$ cat config.mk
export PLATFORM = sky130hd
export DESIGN_NAME = sqrt_stream_flat
export DESIGN_NICKNAME = d
export VERILOG_FILES = /design/src/rtl/sqrt_stream_if.sv /design/src/rtl/sqrt_stream.sv /design/src/flat_wrapper.sv
export SDC_FILE = /design/constraint.sdc
export NUM_CORES = 1
export LEC_CHECK = 0
export CELL_PAD_IN_SITES_DETAIL_PLACEMENT = 1
export CELL_PAD_IN_SITES_GLOBAL_PLACEMENT = 1
export CORE_ASPECT_RATIO = 0.9
export CORE_MARGIN = 5
export CORE_UTILIZATION = 39
export CTS_CLUSTER_DIAMETER = 80
export DETAILED_ROUTE_END_ITERATION = 6
export PLACE_DENSITY = 0.77
export SKIP_LAST_GASP = 1
export SLEW_MARGIN = 5
export SYNTH_ARGS = -nofsm -noshare
export SYNTH_HDL_FRONTEND = slang
export SYNTH_SLANG_ARGS = --single-unit
$ cat constraint.sdc
create_clock -name clk -period 2.51 [get_ports clk]
set_input_delay 0.251 -clock clk [delete_from_list [all_inputs] [get_ports clk]]
set_output_delay 0.251 -clock clk [all_outputs]
set_load 0.03 [all_outputs]
$ cat src/rtl/sqrt_stream_if.sv
// Handshake bundle for the streaming fixed-point square-root unit.
// The producer/consumer side uses master; the sqrt_stream block uses slave.
interface sqrt_stream_if #(
   parameter int WIDTH = 16
);
   logic             in_valid;
   logic             in_ready;
   logic [WIDTH-1:0] rad;
   logic             abort;
   logic             out_valid;
   logic             out_ready;
   logic [WIDTH-1:0] root;
   logic [WIDTH:0]   rem;
   logic             err;

   modport master (
      output in_valid, rad, abort, out_ready,
      input  in_ready, out_valid, root, rem, err
   );

   modport slave (
      input  in_valid, rad, abort, out_ready,
      output in_ready, out_valid, root, rem, err
   );
endinterface

$ cat src/rtl/sqrt_stream.sv
// Streaming fixed-point square root: root = floor(sqrt(rad * 2^FRAC_BITS)).
// Restoring digit recurrence, BITS_PER_CYCLE root bits per clock, with a
// one-cycle fast path for zero and (when SIGNED) negative radicands.
module sqrt_stream #(
   parameter int WIDTH          = 16,
   parameter int FRAC_BITS      = 8,
   parameter int BITS_PER_CYCLE = 1,
   parameter int SIGNED         = 0
) (
   input  logic         clk,
   input  logic         rst,
   sqrt_stream_if.slave s
);
   localparam int N     = WIDTH + FRAC_BITS;
   localparam int ITER  = N / 2;
   localparam int STEPS = ITER / BITS_PER_CYCLE;
   localparam int CNT_W = $clog2(STEPS + 1);
   localparam int AW    = WIDTH + 2;
   localparam logic [CNT_W-1:0] LAST = CNT_W'(STEPS - 1);

   typedef enum logic [1:0] {IDLE, RUN, DONE} state_t;

   state_t                  state, state_n;
   logic [CNT_W-1:0]        cnt, cnt_n;
   logic [N-1:0]            sr, sr_n, sr_w;
   logic [AW-1:0]           acc, acc_n, acc_w;
   logic [WIDTH-1:0]        q, q_n, q_w;
   logic                    fast, fast_n;
   logic [WIDTH-1:0]        root_r, root_n;
   logic [WIDTH:0]          rem_r, rem_n;
   logic                    err_r, err_n;
   logic signed [WIDTH-1:0] rad_s;
   logic signed [WIDTH-1:0] held_s;
   logic                    rad_neg;
   logic                    held_neg;

   // One restoring step: bring down the next radicand bit pair, try to
   // subtract (4q+1), keep the difference and set the root bit if it fits.
   // The partial remainder never exceeds 2*root, so AW bits cannot overflow.
   function automatic logic [WIDTH+AW-1:0] rec_step(
      input logic [WIDTH-1:0] q_i,
      input logic [AW-1:0]    acc_i,
      input logic [1:0]       pair
   );
      logic [AW-1:0] a;
      logic [AW-1:0] t;
      a = (acc_i << 2) | AW'(pair);
      t = {q_i, 2'b01};
      if (a >= t) rec_step = {(q_i << 1) | WIDTH'(1), a - t};
      else        rec_step = {q_i << 1, a};
   endfunction

   assign rad_s    = s.rad;
   assign held_s   = sr[N-1 -: WIDTH];
   assign rad_neg  = (SIGNED != 0) && (rad_s < 0);
   assign held_neg = (SIGNED != 0) && (held_s < 0);

   // Unrolled recurrence for the bits resolved in one clock.
   always_comb begin
      q_w   = q;
      acc_w = acc;
      sr_w  = sr;
      for (int i = 0; i < BITS_PER_CYCLE; i++) begin
         {q_w, acc_w} = rec_step(q_w, acc_w, sr_w[N-1 -: 2]);
         sr_w = sr_w << 2;
      end
   end

   // Next-state and next-register decode for the IDLE -> RUN -> DONE loop.
   always_comb begin
      state_n = state;
      cnt_n   = cnt;
      sr_n    = sr;
      acc_n   = acc;
      q_n     = q;
      fast_n  = fast;
      root_n  = root_r;
      rem_n   = rem_r;
      err_n   = err_r;
      case (state)
         IDLE: begin
            if (s.in_valid) begin
               sr_n                 = '0;
               sr_n[N-1 -: WIDTH]   = s.rad;
               acc_n                = '0;
               q_n                  = '0;
               cnt_n                = '0;
               root_n               = '0;
               rem_n                = '0;
               err_n                = 1'b0;
               fast_n               = rad_neg || (s.rad == '0);
               state_n              = RUN;
            end
         end
         RUN: begin
            if (s.abort) begin
               state_n = IDLE;
               cnt_n   = '0;
               fast_n  = 1'b0;
            end else if (fast) begin
               // Zero or rejected radicand: result is known, spend one cycle.
               state_n = DONE;
               root_n  = '0;
               rem_n   = '0;
               err_n   = held_neg;
               fast_n  = 1'b0;
            end else begin
               acc_n = acc_w;
               q_n   = q_w;
               sr_n  = sr_w;
               cnt_n = cnt + CNT_W'(1);
               if (cnt == LAST) begin
                  state_n = DONE;
                  root_n  = q_w;
                  rem_n   = acc_w[WIDTH:0];
                  err_n   = 1'b0;
               end
            end
         end
         DONE: begin
            if (s.out_ready) state_n = IDLE;
         end
         default: state_n = IDLE;
      endcase
   end

   // State, counter, datapath and result registers.
   always_ff @(posedge clk or posedge rst) begin
      if (rst) begin
         state  <= IDLE;
         cnt    <= '0;
         sr     <= '0;
         acc    <= '0;
         q      <= '0;
         fast   <= 1'b0;
         root_r <= '0;
         rem_r  <= '0;
         err_r  <= 1'b0;
      end else begin
         state  <= state_n;
         cnt    <= cnt_n;
         sr     <= sr_n;
         acc    <= acc_n;
         q      <= q_n;
         fast   <= fast_n;
         root_r <= root_n;
         rem_r  <= rem_n;
         err_r  <= err_n;
      end
   end

   assign s.in_ready  = (state == IDLE);
   assign s.out_valid = (state == DONE);
   assign s.root      = root_r;
   assign s.rem       = rem_r;
   assign s.err       = err_r;
endmodule

$ cat src/flat_wrapper.sv
// flat-port wrapper written by rule: the top's interface ports become plain ports
module sqrt_stream_flat 
#(
   parameter int WIDTH          = 16,
   parameter int FRAC_BITS      = 8,
   parameter int BITS_PER_CYCLE = 1,
   parameter int SIGNED         = 0
)
  (clk, rst, s_in_valid, s_rad, s_abort, s_out_ready, s_in_ready, s_out_valid, s_root, s_rem, s_err);
  sqrt_stream_if #(.WIDTH(WIDTH)) s_i ();
  input  logic clk;
  input  logic rst;
  input wire logic [$bits(s_i.in_valid)-1:0] s_in_valid;
  input wire logic [$bits(s_i.rad)-1:0] s_rad;
  input wire logic [$bits(s_i.abort)-1:0] s_abort;
  input wire logic [$bits(s_i.out_ready)-1:0] s_out_ready;
  output wire logic [$bits(s_i.in_ready)-1:0] s_in_ready;
  output wire logic [$bits(s_i.out_valid)-1:0] s_out_valid;
  output wire logic [$bits(s_i.root)-1:0] s_root;
  output wire logic [$bits(s_i.rem)-1:0] s_rem;
  output wire logic [$bits(s_i.err)-1:0] s_err;
  assign s_i.in_valid = s_in_valid;
  assign s_i.rad = s_rad;
  assign s_i.abort = s_abort;
  assign s_i.out_ready = s_out_ready;
  assign s_in_ready = s_i.in_ready;
  assign s_out_valid = s_i.out_valid;
  assign s_root = s_i.root;
  assign s_rem = s_i.rem;
  assign s_err = s_i.err;
  sqrt_stream #(.WIDTH(WIDTH), .FRAC_BITS(FRAC_BITS), .BITS_PER_CYCLE(BITS_PER_CYCLE), .SIGNED(SIGNED)) u_core (.clk(clk), .rst(rst), .s(s_i));
endmodule
---- Word level (Yosys, flattened, before mapping) ----
Cells that the tools add are included.
word-level totals
  register bits ........................... 97
  bits of input ports ..................... 21
  output and inout port bits .............. 36
  logic and storage cells ................. 70
operators by class
  $add $sub $neg .......................... 2
  $lt $le $gt $ge ......................... 1
  equality and inequality tests ........... 10
  muxes and demuxes ....................... 39
  bitwise operators ....................... 1
  reduce and logical (&&, ||, !) cells .... 8
operators with widths
  kind                                            count
  two-way mux 16 bit                              9
  one-hot mux 16 bit (2 select lines)             3
  two-way mux 24 bit                              3
  two-way mux 17 bit                              4
  one-hot mux 24 bit (2 select lines)             1
  one-hot mux 17 bit (2 select lines)             1
  two-way mux 19 bit                              1
  >= comparator 18 bit                            1
  OR 18 x 2 -> 18 bit                             1
  subtractor 18 bit                               1
  logical NOT 16 bit                              1
  two-way mux 4 bit                               3
  two-way mux 2 bit                               5
  != test 2 bit (second input constant)           4
  one-hot mux 4 bit (2 select lines)              1
  AND reduction 4 bit                             2
  one-hot mux 2 bit (3 select lines)              1
  AND reduction 3 bit                             2
  two-way mux 1 bit                               5
  adder 4 x 1 -> 4 bit (second input constant)    1
  equality test 4 bit (second input constant)     1
  != test 4 x 2 -> 1 bit (second input constant)  1
  one-hot mux 1 bit (2 select lines)              2
  != test 3 x 1 -> 1 bit (second input constant)  1
  6 further kinds                                 6

---- Depth between registers and ports, before layout ----
Gate-level depths: netlist (run 1).
  depth in word-level cells ............... 7
  depth in mapped cells ................... 10
  mapped depth without buffers ............ 9

---- Worst setup path before layout (run 1) ----
Ideal clock, no wire load.
  path type ............................... register to register
  start ................................... register u_core.q[0]
  end ..................................... register u_core.acc[9]
  setup time .............................. 121 ps
  arrival time ............................ 2077 ps
  data required time ...................... 2389 ps
  path slack .............................. 312 ps
  stages on the path, launching flop included .. 10
  buffers on the path ..................... 0
  period minus slack after synthesis ...... 2198 ps
  cells stage by stage .................... dfrtp_1 inv_1 ha_1 nor2b_4 o2111ai_2 nand4b_4 a21boi_4 o21ai_4 mux2_4 a22o_1
on the way
  word-level cells in the longest chain between the ends .. 5
  elaborated cells on any way between the ends .. 6
  classes of those cells .................. add/sub: 1; order compare: 1; mux: 4
ends and longest elaborated chain
  what                                                       RTL line            text
  start: declaration                                         sqrt_stream.sv:27   logic [WIDTH-1:0] q, q_n, q_w;
  start signal: assignment                                   sqrt_stream.sv:144  q <= q_n;
  subtractor 18 bit or >= comparator 18 bit (tied branches)  sqrt_stream.sv:49   if (a >= t) rec_step = {(q_i << 1) | WIDTH'(1), a - t};
  two-way mux 19 bit *                                       sqrt_stream.sv:49
  two-way mux 16 bit *                                       sqrt_stream.sv:100  end else if (fast) begin
  two-way mux 16 bit *                                       sqrt_stream.sv:96   if (s.abort) begin
  one-hot mux 16 bit (2 select lines) *                      sqrt_stream.sv:80   case (state)
  end signal: assignment                                     sqrt_stream.sv:143  acc <= acc_n;
  end: declaration                                           sqrt_stream.sv:26   logic [AW-1:0] acc, acc_n, acc_w;
Mark *: on every way between the ends. The rest lies on a longest branch, timed or not. The select of a mux whose other input is x is not followed.
A chain may end at the register's enable or synchronous reset.

---- Final worst setup path (run 1) ----
  start ................................... register u_core.q[8]
  end ..................................... register u_core.acc[9]
on the way
  word-level cells in the longest chain between the ends .. 5
ends and longest elaborated chain
  what                                 RTL line
  >= comparator 18 bit                 sqrt_stream.sv:49
  two-way mux 19 bit                   sqrt_stream.sv:49
  two-way mux 16 bit                   sqrt_stream.sv:100
  two-way mux 16 bit                   sqrt_stream.sv:96
  one-hot mux 16 bit (2 select lines)  sqrt_stream.sv:80
Every way passes these cells. The select of a mux whose other input is x is not followed.

==> results of run 1 <==
==> registers in the layout (all words and copies together) (netlist names) <==
register,count
u_core.sr,16
u_core.fast,1
u_core.acc,16
u_core.s.rem,17
u_core.q,16
u_core.cnt,4
u_core.state,2
u_core.s.root,16
==> layout by cell type (no fill, tap or decap), types with 5 or more instances in the layout <==
cell and instances:
dfrtp_1 88, nand2_1 86, clkdlybuf4s50_1 55, o21ai_0 45, o21ai_1 36, mux2i_1 24
buf_4 24, inv_1 23, ha_1 15, nor2_1 12, a22o_1 11, a21oi_1 10
clkbuf_16 9, xnor2_1 7, nand2b_1 5, xor2_1 5, a31oi_1 5
==> worst min-delay path by stage <==
| stage | endpoint | slack (ns) |
|---|---|---|
| final | u_core.s.rem[5] | 0.40 |
| after global routing | u_core.s.rem[5] | 0.44 |
| after CTS | u_core.s.rem[3] | 0.43 |
| after detailed placement | u_core.q[2] | 0.47 |
| after global placement | u_core.sr[11] | 0.46 |
| after floorplan | u_core.state[0] | 0.35 |
==> layout make-up <==
type                    instances  share of cell area [%]
multi-input cells             340                    39.5
flip-flops and latches         88                    37.3
repair buffers                 82                    13.4
clock buffers                  14                    4.30
well taps                     156                    3.31
inverters                      24                    1.59
clock inverters                 2                   0.657
==> timing repair <==
item / 4_1_cts / 5_1_grt
pin swaps: 1 / 2
endpoints found under the setup margin: 15 / 25
gates resized for setup: 0 / 18
cloned: 0 / 0
buffers inserted: 2 / 1
==> per-stage QoR <==
stage          hold WS [ns]  setup slack (ns)  instances  instance area, µm²  setup TNS [ns]
2_1_floorplan         0.351             0.312        472                4600               0
3_3_place_gp          0.460           -0.0338        687                5480          -0.233
3_5_place_dp          0.470            -0.115        687                5480          -0.902
4_1_cts               0.425            0.0411        705                5790               0
5_1_grt               0.443           0.00101        706                5910               0
6_report              0.400            0.0761        706                5910               0
==> worst max-delay path, delay by kind of cell (launching register included) <==
family	cells	cell delay [ns]
buffers and inverters	2	0.25
AO/OA/AOI/OAI	4	0.63
multiplexers	1	0.32
adder cells (fa/ha/maj)	1	0.36
AND/OR/NAND/NOR	2	0.40
flip-flops	1	0.35
==> kinds of logic (layout without fill, tap and decap cells) <==
group	Yosys count	in the layout	synth area share, %
simple gates	141	141	14.8
compound gates	139	139	19.7
xor+xnor	13	13	2.48
other cells	1	1	0.0815
flops	88	88	47.9
fa+ha+maj	19	19	5.17
mux	27	27	5.98
buf+inv	44	122	3.92
==> power breakdown <==
group          leakage [nW]  switching, mW  internal, mW  total (mW)
clock                 0.141          0.550         0.803        1.35
combinational          1.30           3.24          2.40        5.64
sequential             1.18          0.306          1.84        2.15
total                  2.62           4.09          5.05        9.14
==> metal layers <==
metal | up-vias | GRT usage (%)
met5 | - | 0
met4 | 0 | 4.82
met3 | 14 | 3.96
met2 | 55 | 31.1
met1 | 1880 | 25.9
li1 | 1799 | -
==> results.md, run 1 <==
- Layout area overhead: 28.4%
- Slew Viols, Final: 0
- Post-synth EDFFs: 0
- Static leakage: 2.62 nW
- F_max: 0.411 GHz
- Vias per Instance: approximately 5.3
- Grt total ovfl: 0
- CTS Sinks: between 80 and 90
- Period Utilization, post-route: a little over nine tenths
- Max-Cap Viols: 0
- Routed WL per cell: approximately 18 µm
- Met1 wire length: 6320 µm
- Hold crit path type: in -> async
- ANT cells: 0
- Vias in the first global route: between 4000 and 5000
- Worst Path Required: 2.74 ns
- Area contributors post-synth: dfrtp_1 48%, nand2_1 7.1%, mux2i_1 5.7%
- First-pass GRT wire length: 21500 µm
- DRC: 0
- Synth area leader: dfrtp_1
- Startpoint of the worst register-to-register path: u_core.q[8]
- Die width: 124 µm
- Worst-Skew Late Latency: 0.34 ns
- End-of-flow core utilization: approximately 50%
- Mapped Avg Cell Area: 9.74 µm²
- Design Power: 9.14 mW
- Top Layer Used: met4
- YS warnings: 0
- Crit-path max FO: 6
- Initial antenna violation count: 0
- Seq cells post-synth: 88
- Effective utilization at floorplan: 40.1%
- Total Routed Length: 13000 µm
- WS Path Type: reg -> reg
- Die Area: 0.0141 mm²
- Critical Path AT: 2.67 ns
- Hpwl dp: between 9000 and 10000 µm
- CP Launch Type: flop
- Clock Skews: between 0.006 and 0.007 ns
- Synth top area share: a little under half
- Die Height: 113 µm
- Layout cells sized above 1: 13.3%
- Register area: about 0.0022 mm²
- Mapped Nets: 512
- Cells after Synth: 472
- Post-synth top flop: dfrtp_1
- Total global-route track usage: about a fifth
- H-tree levels: 3
- Unrepaired setup endpoints after global routing: true
- Core footprint: 0.0115 mm²
- FFs w/ async S/R, synth: 100%
- Vias: 3748
- Final #Nets: ~590
- Row cnt: 37
- Yosys cell types: slightly above 60
- First drt pass iteration count: 4
- Area of the multi-input gates: 0.00233 mm²
- Met3 WL: 363 µm
- Crit path time final: 2.43 ns
- Pin count of the biggest net entering global routing: 89
- Library cell with the highest instance count after synthesis: dfrtp_1
- Worst Max-Slew Pin Slew: 0.591 ns
- CTS buffer count: 9
- Reg2reg end: u_core.acc[9]
- FF-to-FF setup slack: 0.08 ns
- Hold-fix buffers, CTS: 0
- Commonest cells post-synth: 88 x dfrtp_1, 87 x nand2_1, 46 x o21ai_0
- Worst relative slew slack: 60.2%
- I/O Pins: 57
- Port Buffer Count: 55
- Worst-case vdd ir drop: around 0.73 mV
- Max incr delay on CP: between 0.3 and 0.4 ns
- Final setup viols: 0
- Worst reg-to-reg path cell count: 10
- Met2 wire len: 6160 µm
- DRT iter0 DRCs: 131
- CTS tree: yes
- Power per Cell Area: 1550 mW/mm²
- Clk buf depth: 2
- FILL cells: 1310
- Seq/Total Area, Yosys: 47.9%
- Final Hold Vio Count: 0
- Slowest-stage cell, CP: ha_1
- Mapped Area: 0.00460 mm²
- Crit path cell chain: inv_1 -> ha_1 -> nand2_2 -> nor3_4 -> a21oi_1 -> o21a_4 -> o21ai_4 -> buf_4 -> mux2_4 -> a22o_1
- Crit. Startpoint: u_core.q[8]
- Routed Antenna Nets: 0
- Clock transition at path regs: 0.06 ns
- Clk root buf: clkbuf_16
- Critical Path End Type: flop
- Status: finished clean
- RD Place Congestion: 0.826
- Crit path to: u_core.acc[9]
Power figures use the tool's default switching activity.
==> inputs of run 2 (changes only) <==
- CELL_PAD_IN_SITES_DETAIL_PLACEMENT: 1 -> default
- CELL_PAD_IN_SITES_GLOBAL_PLACEMENT: 1 -> default
- CORE_UTILIZATION: 39 -> 40
- PLACE_DENSITY: 0.77 -> 0.64
==> run 2 against run 1 <==
Sequential cell count unchanged. Worst hold slack got worse by 0.096 ns. Highest routed layer unchanged. Non-clock buffer count up 17. Global-route usage is 0.74 points lower. Critical endpoint unchanged. Final area grew 1.3%. Worst setup slack better by 0.015 ns.
==> results.md, run 2 (synthesis results as in run 1) <==
- Worst Path Required: 2.75 ns (was 2.74 ns)
- Number of flip-flops in the largest register: 17 (unchanged)
- RD Place Congestion: 0.887 (was 0.826)
- FILL cells: 1050 (was 1310)
- Vias: 3742 (was 3748)
- Area of the multi-input gates: 0.00227 mm² (was 0.00233 mm²)
- Final setup viols: 0 (unchanged)
- Die width: 123 µm (was 124 µm)
- Worst Max-Slew Pin Slew: 0.589 ns (was 0.591 ns)
- Post-layout instance area: 0.00598 mm² (was 0.00591 mm²)
- Die Area: 0.0137 mm² (was 0.0141 mm²)
- Port Buffer Count: 55 (unchanged)
- Effective utilization at floorplan: 40.6% (was 40.1%)
- Routed Antenna Nets: 0 (unchanged)
- Layout cells sized above 1: 15.8% (was 13.3%)
- DRT iter0 DRCs: 192 (was 131)
- Worst setup margin: 0.0908 ns (was 0.0761 ns)
- Hold crit path type: in -> async (unchanged)
- Clock transition at path regs: 0.06 ns (about the same)
- Hold-fix buffers, CTS: 0 (unchanged)
- CTS Sinks: 88 (unchanged)
- H-tree levels: 3 (unchanged)
- Worst relative slew slack: 60.6% (was 60.2%)
- FF-to-FF setup slack: 0.09 ns (was 0.08 ns)
- Static leakage: 2.71 nW (was 2.62 nW)
- Critical Path AT: 2.66 ns (was 2.67 ns)
- Startpoint of the worst register-to-register path: u_core.q[3] (was u_core.q[8])
- Final #Nets: 603 (was 585)
- Total Routed Length: 11700 µm (was 13000 µm)
- Crit-path max FO: 7 (was 6)
- Grt total ovfl: 0 (unchanged)
- DRC: 0 (unchanged)
- Worst-Skew Late Latency: 0.35 ns (was 0.34 ns)
- Placed instance area: 0.00561 mm² (was 0.00548 mm²)
- Worst reg-to-reg path cell count: 9 (was 10)
- Slew Viols, Final: 0 (unchanged)
- F_max: 0.413 GHz (was 0.411 GHz)
- Most frequent cells in the layout: 88 x dfrtp_1, 87 x nand2_1, 55 x clkdlybuf4s50_1 (was 88 x dfrtp_1, 86 x nand2_1, 55 x clkdlybuf4s50_1)
- Register area: 0.00220 mm² (unchanged)
- Final cell count without fillers: 724 (was 706)
- Hold WS: 0.305 ns (was 0.400 ns)
- Critical Path End Type: flop (unchanged)
- Row cnt: 37 (unchanged)
- Commonest non-fill, non-tap cell in the layout: dfrtp_1 (unchanged)
- Power per Cell Area: 1520 mW/mm² (was 1550 mW/mm²)
- Hpwl dp: 8510 µm (was 9200 µm)
- Crit path time final: 2.42 ns (was 2.43 ns)
- Clk root buf: clkbuf_16 (unchanged)
- ANT cells: 0 (unchanged)
- Die Height: 112 µm (was 113 µm)
- End-of-flow core utilization: 52.7% (was 51.4%)
- Status: finished clean (unchanged)
- Placed cells: 706 (was 687)
- Core footprint: 0.0113 mm² (was 0.0115 mm²)
- CTS tree: yes (unchanged)
- CTS buffer count: 9 (unchanged)
- Clk buf depth: 2 (unchanged)
- Layout area overhead: 30.0% (was 28.4%)
- I/O Pins: 57 (unchanged)
- Clock Skews: 0.00822 ns (was 0.00621 ns)
- Routed WL per cell: 16.2 µm (was 18.4 µm)
- Pin count of the biggest net entering global routing: 46 (was 89)
- Total global-route track usage: 18.3% (was 19.0%)
- WS Path Type: reg -> reg (unchanged)
- Worst-case vdd ir drop: 0.730 mV (was 0.733 mV)
- Vias in the first global route: 3851 (was 4076)
- Place WS: -0.0461 ns (was -0.115 ns)
- Max-Cap Viols: 0 (unchanged)
- First-pass GRT wire length: 19800 µm (was 21500 µm)
- First drt pass iteration count: 5 (was 4)
- Final Hold Vio Count: 0 (unchanged)
- Unrepaired setup endpoints after global routing: true (unchanged)
- Vias per Instance: 5.17 (was 5.31)
- Initial antenna violation count: 0 (unchanged)
- Period Utilization, post-route: 96.4% (was 97.0%)
- Reg2reg end: u_core.acc[9] (unchanged)
- CP Launch Type: flop (unchanged)
-- run 2: worst max-delay path by stage --
stage,to,from,cells past startpoint
2_1_floorplan,u_core.acc[9],u_core.q[0],9
3_3_place_gp,u_core.acc[9],u_core.q[0],9
5_1_grt,u_core.acc[13],u_core.q[7],9
6_report,u_core.acc[9],u_core.q[3],9
3_5_place_dp,u_core.acc[9],u_core.q[0],9
4_1_cts,u_core.s.rem[1],u_core.q[11],8
-- run 2: layout make-up --
type,instances,share of cell area (%)
Clock buffer,11,4.23
Multi-Input combinational cell,341,37.9
Clock inverter,5,1.07
Tap cell,156,3.26
Inverter,24,1.57
Sequential cell,88,36.8
Timing Repair Buffer,99,15.1
-- run 2: routing by layer --
metal	vias up	part of all wire [%]	routed length, µm	global-route usage [%]
li1	1836	-	-	-
met1	1829	50	5890	26.8
met2	64	44	5190	27.0
met3	13	4.3	508	4.32
met4	0	1.3	150	5.02
met5	-	0	0	0
-- run 2: power by group --
part	total, mW	switching, mW	internal, mW
Combinational	5.53	3.12	2.41
Sequential	2.11	0.275	1.84
Clock	1.42	0.586	0.833
-- run 2: through the flow --
step                      TNS, ns  total power [mW]
after floorplan                 0              5.71
after global placement          0              7.43
after detailed placement   -0.151              7.51
after CTS                       0              9.02
after global routing      -0.0705              9.72
final                           0              9.06
-- run 2: repair_timing --
item,in CTS,in global routing
resized for setup,0,9
endpoints found under the setup margin,7,21
setup buffers,0,1
cloned,1,0
pin swaps,1,2
-- run 2: critical path, cell delays in order, from the launching register on --
cell and delay [ns]:
dfrtp_1 0.35, inv_1 0.08, ha_1 0.39, inv_1 0.08, nor4_1 0.32, a21oi_1 0.13, o21a_4 0.25, o21ai_4 0.17
mux2_4 0.35, a22o_1 0.20
